## src/rtl/clock_ena_gen.sv

```systemverilog
// Purpose: fractional clock-enable generator; N/D accumulators gated by a settled PLL lock.
// Latency: ENA is registered; READY rises SETTLE_CYCLES+2 edges after LOCK_IN is first sampled high.
// Backpressure: none; UPDATE is accepted on any edge and restarts all channels in phase.
module clock_ena_gen #(
  parameter int CHANNELS      = 2,
  parameter int ACC_WIDTH     = 16,
  parameter int SETTLE_CYCLES = 1024
) (
  input  logic                          CLK,
  input  logic                          RESET,
  input  logic                          LOCK_IN,
  input  logic                          UPDATE,
  input  logic [CHANNELS*ACC_WIDTH-1:0] NUM,
  input  logic [CHANNELS*ACC_WIDTH-1:0] DEN,
  output logic                          READY,
  output logic [CHANNELS-1:0]           ENA,
  output logic [CHANNELS-1:0]           ERR
);

  localparam int CW = $clog2(SETTLE_CYCLES + 1);
  localparam logic [CW-1:0] SETTLE_MAX = CW'(SETTLE_CYCLES);

  logic          lock_meta;
  logic          lock_sync;
  logic [CW-1:0] settle_cnt;
  logic [CW-1:0] settle_cnt_nxt;
  logic          ready_nxt;

  logic [ACC_WIDTH-1:0] num_act [CHANNELS];
  logic [ACC_WIDTH-1:0] den_act [CHANNELS];
  logic [ACC_WIDTH-1:0] acc     [CHANNELS];
  logic [ACC_WIDTH-1:0] acc_nxt [CHANNELS];
  logic [ACC_WIDTH:0]   sum     [CHANNELS];
  logic [CHANNELS-1:0]  wrap;

  // Saturating settle count; any unlocked cycle restarts it.
  // READY follows the next-state count so ENA is gated in the same cycle READY changes.
  always_comb begin
    settle_cnt_nxt = '0;
    if (lock_sync) begin
      settle_cnt_nxt = (settle_cnt == SETTLE_MAX) ? SETTLE_MAX : settle_cnt + 1'b1;
    end
    ready_nxt = lock_sync && (settle_cnt_nxt == SETTLE_MAX);
  end

  // Lock synchroniser, settle counter and READY register.
  always_ff @(posedge CLK or posedge RESET) begin
    if (RESET) begin
      lock_meta  <= 1'b0;
      lock_sync  <= 1'b0;
      settle_cnt <= '0;
      READY      <= 1'b0;
    end else begin
      lock_meta  <= LOCK_IN;
      lock_sync  <= lock_meta;
      settle_cnt <= settle_cnt_nxt;
      READY      <= ready_nxt;
    end
  end

  // Accumulate step per channel: the sum is one bit wider so the compare never overflows.
  // The wrapped value fits in ACC_WIDTH because ACC < DEN and NUM <= DEN, so the
  // modular subtraction below is exact.
  always_comb begin
    for (int n = 0; n < CHANNELS; n++) begin
      sum[n]     = {1'b0, acc[n]} + {1'b0, num_act[n]};
      wrap[n]    = (sum[n] >= {1'b0, den_act[n]});
      acc_nxt[n] = wrap[n] ? (acc[n] + num_act[n] - den_act[n]) : (acc[n] + num_act[n]);
    end
  end

  // Per-channel configuration, error flag, accumulator and enable; UPDATE wins over stepping.
  always_ff @(posedge CLK or posedge RESET) begin
    if (RESET) begin
      for (int n = 0; n < CHANNELS; n++) begin
        num_act[n] <= '0;
        den_act[n] <= ACC_WIDTH'(1);
        acc[n]     <= '0;
      end
      ENA <= '0;
      ERR <= '0;
    end else begin
      for (int n = 0; n < CHANNELS; n++) begin
        if (UPDATE) begin
          num_act[n] <= NUM[n*ACC_WIDTH +: ACC_WIDTH];
          den_act[n] <= DEN[n*ACC_WIDTH +: ACC_WIDTH];
          ERR[n]     <= (DEN[n*ACC_WIDTH +: ACC_WIDTH] == '0) ||
                        (NUM[n*ACC_WIDTH +: ACC_WIDTH] > DEN[n*ACC_WIDTH +: ACC_WIDTH]);
          acc[n]     <= '0;
          ENA[n]     <= 1'b0;
        end else if (!ready_nxt || ERR[n]) begin
          acc[n]     <= '0;
          ENA[n]     <= 1'b0;
        end else begin
          acc[n]     <= acc_nxt[n];
          ENA[n]     <= wrap[n];
        end
      end
    end
  end

endmodule

```

## config.mk

```make
export PLATFORM = sky130hd
export DESIGN_NAME = clock_ena_gen
export DESIGN_NICKNAME = d
export VERILOG_FILES = /design/src/rtl/clock_ena_gen.sv
export SDC_FILE = /design/constraint.sdc
export NUM_CORES = 1
export LEC_CHECK = 0
export CORE_UTILIZATION = 50
export DETAILED_ROUTE_END_ITERATION = 10
export GPL_ROUTABILITY_DRIVEN = 0
export PLACE_DENSITY = 0.71
export REMOVE_ABC_BUFFERS = 1
export SYNTH_ARGS = -nofsm -noshare
export SYNTH_HDL_FRONTEND = slang
export SYNTH_SLANG_ARGS = --single-unit
```

## constraint.sdc

```tcl
create_clock -name CLK -period 6.02 [get_ports CLK]
set_clock_uncertainty 0.2 [all_clocks]
set_input_delay 1.204 -clock CLK [delete_from_list [all_inputs] [get_ports CLK]]
set_output_delay 1.204 -clock CLK [all_outputs]
set_load 0.03 [all_outputs]
```

==> impl_results.md, run 1 <==
* Slew at the pin closest to its max-slew limit at roughly 1200 ps
* Worst R2R Setup Slack at approximately 1100 ps
* Post-route clock period utilization at between 80% and 90%
* Global-route congestion overflow total at 0
* Per-cell via count in the routed design at 5.56
* Number of input and output port buffers inserted at a little over 70
* Relative slew margins at between 20 and 25%
* Final setup viols at 0
* Count of clock tree sinks at between 100 and 150
* Number of maximum-capacitance constraint violations at 0
* Reg clk slew, reported paths at 50 ps
* Post-cts sizing count at 0
* Summed instance area of the synthesized netlist at about 8300 um^2
* Detailed-router iteration count before antenna repair at 5
* Startpoint of the worst setup timing path: num_act[0]$_DFFE_PP0P_
* Max Root-Sink Buffers at 2
* Total of hold buffers inserted after clock tree synthesis at 0
* Vias at approximately 6600
* Maximum clock frequency at between 200 and 250 MHz
* Placement row count at 46
* Worst R2R End: acc[11]$_DFF_PP0_
* Most common library cells after synthesis: sky130_fd_sc_hd__dfrtp_1 (112), sky130_fd_sc_hd__ha_1 (98), sky130_fd_sc_hd__inv_1 (88), sky130_fd_sc_hd__nor2_1 (62), sky130_fd_sc_hd__o21ai_0 (58)
* Hold Slack at roughly 140 ps
* Buf/Inv on CP at 1
* Post-synth top area share at approximately a third
* Last element of the critical path: acc[11]$_DFF_PP0_
* Library cell used as clock root buffer: sky130_fd_sc_hd__clkbuf_16
* Cell chain of the critical path: ha_1 > inv_1 > fa_1 > nor2b_1 > o31ai_1 > a21oi_1 > a311oi_1 > xnor2_1 > ha_1 > and2_1 > a311oi_1 > nor2_1 > a211oi_1 > o31ai_1 > a21boi_2 > mux2i_1 > nor2_1
* Die Outline Area at between 15000 and 20000 um^2
* Count of different cell masters after synthesis at 63
* Post-synthesis cell type with the largest combined area: sky130_fd_sc_hd__dfrtp_1
* Layout cell share with drive strength beyond 1 at ~8.5%
* PnR Total Power at approximately 2500 uW
* Data required time of the critical path at 6100 ps
* Status: finished, final reports clean
* Worst Hold Class: reg -> reg
* CTS Buf Count at 17
* Clock latency of the later-clocked register in the worst-skew pair at between 400 and 500 ps
* Share of flip-flops with an asynchronous set or reset at 100%
* Synthesis-to-layout area growth at 18.0%
* Floorplan Core Area at 16000 um^2
* Estimated wirelength of the detail-placed design at between 10000 and 15000 um
* Total global routing track utilization at approximately 24%
* Number of synthesized register bits at 114
* Final routed wirelength across all metal layers at around 19000 um
* Sequential area share after synthesis at 34.6%
* Largest net degree at the start of global routing at between 70 and 80
* Worst path max stage delay at approximately 900 ps
* Num ports at 73
* Dominant register cell in the synthesized netlist: sky130_fd_sc_hd__dfrtp_1
* Crit-path leading delay family: compound AO/OA/AOI/OAI gates
* Leak at 0.00466 uW
* Remaining routing DRC violations at 0
* Synth top area cells: sky130_fd_sc_hd__dfrtp_1 (34%), sky130_fd_sc_hd__ha_1 (15%), sky130_fd_sc_hd__mux2_2 (4.4%)
* CTS H-tree lvls at 4
* Gate count after technology mapping at 881
* RSZ-0062 raised after global routing: false
* Final-report hold violation count at 0
* Number of antenna violations at the first check in global routing at 0
* Worst path depth at 17
* WP data arrival at between 5000 and 6000 ps
* Post-CTS Setup Repair Bufs at 0
* Maximum fanout count along the critical path at 19
* Number of slew-limit violations in the final report at 0
* Highest ir drop seen on vdd at 0.201 mV
* Antenna fix cells at 0
* Cell with the biggest individual delay on the critical path: sky130_fd_sc_hd__a21boi_2
* Avg Inst Size Synth at 9.37 um^2
* First-pass GRT wire length at between 30000 and 40000 um
* Initial core utilization at between 50% and 60%
* Worst r2r src: num_act[0]$_DFFE_PP0P_
* Final critical delay including setup and external delays at about 5000 ps
* Net count of the finished layout at 1123
* Remaining number of nets flagged by the antenna check after routing at 0
* DIE HEIGHT at between 100 and 150 um
* Final TNS setup at 0 ps
* Cell Pwr Density at 258 nW/um^2
* Number of synthesized flops with an enable pin at 0
* Count of synthesis-stage warnings from yosys at 0
* Worst reg-to-reg path cell count at 17
* Leading cell type by number of instances after synthesis: sky130_fd_sc_hd__dfrtp_1
* Width of the die at between 100 and 150 um
* Startpoint kind of the worst setup timing path: register
* Via count of the first global-routing pass at 6411
* Kind of end point of the critical path: register
* Routed length per instance at ~16 um
* Type of the setup path with the least slack: reg -> reg
* CTS tree: built
* Iteration-0 DRC count of the detailed router at ~290
## worst min-delay path by stage
stage                             start                   to  slack (ps)  cells after the start
global route        lock_meta$_DFF_PP0_  lock_sync$_DFF_PP0_         150                      0
detailed placement  lock_meta$_DFF_PP0_  lock_sync$_DFF_PP0_         150                      0
global placement    lock_meta$_DFF_PP0_  lock_sync$_DFF_PP0_         140                      0
floorplan           lock_meta$_DFF_PP0_  lock_sync$_DFF_PP0_         130                      0
finish              lock_meta$_DFF_PP0_  lock_sync$_DFF_PP0_         140                      0
CTS                 lock_meta$_DFF_PP0_  lock_sync$_DFF_PP0_         150                      0
## flip-flops by register name (all words and copies together), names as in the netlist
| signal | flops |
|---|---|
| num_act | 32 |
| READY | 1 |
| den_act | 32 |
| lock_meta | 1 |
| settle_cnt | 11 |
| ERR | 2 |
| acc | 32 |
| lock_sync | 1 |
| ENA | 2 |
## per-stage QoR
step / std cells / worst slack, ps / area, um^2 / utilization, %
2_1_floorplan: 859 / 1230 / 8150 / -
3_5_place_dp: 1150 / 1130 / 9170 / 57.3
4_1_cts: 1180 / 1060 / 9750 / 60.9
6_report: 1180 / 1060 / 9750 / 60.9
3_3_place_gp: 1150 / 1220 / 9170 / 57.3
5_1_grt: 1180 / 508 / 9750 / 60.9
## routing by layer
metal | share of wire (%) | wire length [um] | vias to the layer above | GRT usage [%]
met2 | 48 | 9250 | 138 | 39.8
li1 | - | - | 3278 | -
met4 | 3.1 | 597 | 0 | 11.5
met1 | 45 | 8680 | 3100 | 31.4
met5 | 0 | 0 | - | 0
met3 | 3.5 | 671 | 40 | 4.48
## power breakdown
| part | total (uW) | internal [uW] | switching [uW] | leakage, uW |
|---|---|---|---|---|
| logic | 684 | 314 | 370 | 0.00292 |
| clock network | 994 | 656 | 338 | 0.000289 |
| registers | 841 | 813 | 27.5 | 0.00145 |
## cell families (layout without fill, tap and decap cells)
group | count (synthesis) | count (layout) | synth area share [%]
multiplexers | 60 | 60 | 7.76
adder cells (fa/ha/maj) | 102 | 102 | 15.8
XOR/XNOR | 58 | 58 | 6.15
AND/OR/NAND/NOR | 230 | 230 | 13.8
flip-flops | 114 | 114 | 34.6
buffers and inverters | 110 | 193 | 5.35
AO/OA/AOI/OAI | 207 | 207 | 16.5
## cell type report
cell class,count,area [um^2]
inverter,88,333
clock buffer,25,505
tap,216,270
multi-input combinational,657,4970
clock inverter,5,75.1
fill,1414,6250
timing repair buffer,75,741
sequential,114,2860
## cells in the final DEF, fill, tap and decap left out, types with 16 or more instances in the layout
cell type,Yosys,routed
sky130_fd_sc_hd__a21o_1,21,21
sky130_fd_sc_hd__a21oi_1,45,45
sky130_fd_sc_hd__clkbuf_16,0,17
sky130_fd_sc_hd__clkdlybuf4s50_1,0,71
sky130_fd_sc_hd__dfrtp_1,112,112
sky130_fd_sc_hd__ha_1,98,98
sky130_fd_sc_hd__inv_1,88,87
sky130_fd_sc_hd__mux2_2,32,32
sky130_fd_sc_hd__mux2i_1,28,28
sky130_fd_sc_hd__nand2_1,56,56
sky130_fd_sc_hd__nand3_1,18,18
sky130_fd_sc_hd__nand4_1,16,16
sky130_fd_sc_hd__nor2_1,62,62
sky130_fd_sc_hd__nor2b_1,17,17
sky130_fd_sc_hd__o21ai_0,58,58
sky130_fd_sc_hd__xnor2_1,39,39
sky130_fd_sc_hd__xor2_1,19,19
(Power assumes the default switching activity.)
==> run 2, diff against run 1 <==
--- a/config.mk
+++ b/config.mk
@@ -8,7 +8,7 @@
 export CORE_UTILIZATION = 50
 export DETAILED_ROUTE_END_ITERATION = 10
 export GPL_ROUTABILITY_DRIVEN = 0
-export PLACE_DENSITY = 0.71
+export PLACE_DENSITY = 0.73
 export REMOVE_ABC_BUFFERS = 1
 export SYNTH_ARGS = -nofsm -noshare
 export SYNTH_HDL_FRONTEND = slang
==> constraint.sdc (replaced) <==
create_clock -name CLK -period 4 [get_ports CLK]
set_clock_uncertainty 0.2 [all_clocks]
set_input_delay 0.8 -clock CLK [delete_from_list [all_inputs] [get_ports CLK]]
set_output_delay 0.8 -clock CLK [all_outputs]
set_load 0.03 [all_outputs]
==> impl_results.md, run 2 (synthesis gave the netlist of run 1 again) <==
* WP data arrival at 4210 ps (-830 ps)
* Net count of the finished layout at 1184 (+5.4%)
* Setup slack after layout at -107 ps (-1170 ps)
* Number of slew-limit violations in the final report at 0 (unchanged)
* Clock latency of the later-clocked register in the worst-skew pair at 430 ps (about the same)
* Total of hold buffers inserted after clock tree synthesis at 0 (unchanged)
* Placement row count at 46 (unchanged)
* Per-cell via count in the routed design at 5.57 (+0.29%)
* RSZ-0062 raised after global routing: true
* Floorplan Core Area at 16000 um^2 (unchanged)
* Crit-path leading delay family: compound AO/OA/AOI/OAI gates
* Kind of end point of the critical path: register
* Final critical delay including setup and external delays at 4110 ps (-852 ps)
* Layout cell share with drive strength beyond 1 at 20.4% (+12 points)
* Hold Slack at 154 ps (+8.87 ps)
* Post-route cell area at 10700 um^2 (+9.8%)
* Worst path max stage delay at 410 ps (-490 ps)
* Cell chain of the critical path: ha_1 > or2_2 > a21oi_2 > a21oi_2 > a311oi_1 > buf_4 > xnor2_4 > ha_4 > and2_4 > a311oi_2 > nor2_1 > a211oi_2 > o31ai_4 > a21boi_4 > buf_6 > buf_16 > mux2i_1 > nor2_1
* Standard cell area after detailed placement at 9440 um^2 (+2.9%)
* Estimated wirelength of the detail-placed design at 14600 um (-1.2%)
* Cell with the biggest individual delay on the critical path: sky130_fd_sc_hd__dfrtp_1
* Global-route congestion overflow total at 0 (unchanged)
* CTS tree: built
* Highest ir drop seen on vdd at 0.351 mV (+74%)
* Worst Hold Class: reg -> reg
* Top library cells by usage in the layout, fill and taps aside: sky130_fd_sc_hd__dfrtp_1 (112), sky130_fd_sc_hd__ha_1 (88), sky130_fd_sc_hd__inv_1 (85)
* Type of the setup path with the least slack: reg -> reg
* Maximum fanout count along the critical path at 5 (-14)
* CTS H-tree lvls at 4 (unchanged)
* Width of the die at 131 um (unchanged)
* First-pass GRT wire length at 32700 um (+4.0%)
* CTS Buf Count at 17 (unchanged)
* Number of maximum-capacitance constraint violations at 0 (unchanged)
* Maximum clock frequency at 244 MHz (+21%)
* Via count of the first global-routing pass at 6714 (+4.7%)
* DIE HEIGHT at 131 um (unchanged)
* Leak at 0.00504 uW (+8.2%)
* Finished Core Util at 66.9% (+5.9 points)
* Met1 usage at 31.6% (+0.20 points)
* Relative slew margins at 54.6% (+34 points)
* Remaining routing DRC violations at 0 (unchanged)
* Final-report hold violation count at 0 (unchanged)
* Number of input and output port buffers inserted at 72 (unchanged)
* Largest registers: acc (32), den_act (32), num_act (32)
* Number of antenna violations at the first check in global routing at 0 (unchanged)
* Reg clk slew, reported paths at 60 ps (about the same)
* Startpoint kind of the worst setup timing path: register
* Count of clock tree sinks at 114 (unchanged)
* Status: finished with violations
* Most utilized layer in the global route result: met2
* Detailed-router iteration count before antenna repair at 5 (unchanged)
* Failing checks: negative setup slack
* Final setup viols at 16 (+16)
* Slew at the pin closest to its max-slew limit at 681 ps (-501 ps)
* Largest net degree at the start of global routing at 63 (-20%)
* Cell Pwr Density at 382 nW/um^2 (+48%)
* Vias at 6926 (+5.6%)
* Commonest non-fill, non-tap cell in the layout: sky130_fd_sc_hd__dfrtp_1
* Antenna fix cells at 0 (unchanged)
* Num ports at 73 (unchanged)
* Synthesis-to-layout area growth at 29.5%
* Library cell used as clock root buffer: sky130_fd_sc_hd__clkbuf_16
* Max Root-Sink Buffers at 2 (unchanged)
* Iteration-0 DRC count of the detailed router at 357 (+23%)
* Data required time of the critical path at 4110 ps (-1990 ps)
* Buf/Inv on CP at 3 (+2)
* Final routed wirelength across all metal layers at 21000 um (+9.6%)
* Remaining number of nets flagged by the antenna check after routing at 0 (unchanged)
* Initial core utilization at 51.6% (unchanged)
* Routed length per instance at 16.9 um (+4.0%)
* Die Outline Area at 17000 um^2 (unchanged)
* Grt met3 use at 4.89% (+0.41 points)
* Met2 track demand over resource in global routing at 43.4% (+3.6 points)
* Total global routing track utilization at 25.2% (+0.78 points)
* Post-route clock period utilization at 103% (+20 points)
run 2: cell types whose count changed in the layout (fill, tap and decap cells not counted), sizes merged:
cell | previous run | this run
inv | 88 | 92
clkinv | 3 | 2
buf | 4 | 62
clkinvlp | 0 | 6
clkbuf | 25 | 21
run 2: metal layers:
| metal | part of all wire (%) | vias to the layer above |
|---|---|---|
| li1 | - | 3403 |
| met1 | 45 | 3353 |
| met2 | 50 | 137 |
| met3 | 3.2 | 33 |
| met4 | 2.2 | 0 |
| met5 | 0 | - |
run 2: area by class of cell:
class / instances / area, um^2
flip-flops and latches: 114 / 2860
repair buffers: 136 / 1300
clock buffers: 18 / 439
inverters: 88 / 333
multi-input cells: 657 / 5340
clock inverters: 14 / 154
well taps: 216 / 270
fillers: 1252 / 5300
run 2: path summary, 6_finish.rpt:
path                                        start                 endpoint  depth (start not counted)  slack, ps
setup reg to reg           num_act[5]$_DFFE_PP0P_         acc[9]$_DFF_PP0_                         18       -110
min in group asynchronous                   RESET   num_act[7]$_DFFE_PP0P_                          2        640
hold / removal                lock_meta$_DFF_PP0_      lock_sync$_DFF_PP0_                          0        150
setup / recovery           num_act[5]$_DFFE_PP0P_         acc[9]$_DFF_PP0_                         18       -110
hold reg to reg               lock_meta$_DFF_PP0_      lock_sync$_DFF_PP0_                          0        150
max in group asynchronous                   RESET  den_act[16]$_DFFE_PP1P_                          3       2170
run 2: power by group:
part / internal (uW) / switching, uW / leakage [uW]
Combinational: 635 / 636 / 0.00332
Sequential: 1220 / 41.0 / 0.00145
Clock: 938 / 607 / 0.000272
run 2: repair_timing:
item,in CTS,in global routing
setup endpoints to repair,18,34
gates cloned,1,3
gates resized for setup,27,57
pin swaps,13,52
buffers inserted,11,16
run 2: metrics by stage:
step / setup WS, ps / total power [uW] / TNS (ps) / instances
floorplan: -786 / 2010 / -14450 / 859
global placement: -88.5 / 2340 / -1300 / 1181
detailed placement: -193 / 2360 / -2770 / 1181
CTS: 2.22 / 3970 / 0 / 1225
global route: -250 / 4270 / -3350 / 1243
finish: -107 / 4080 / -891 / 1243
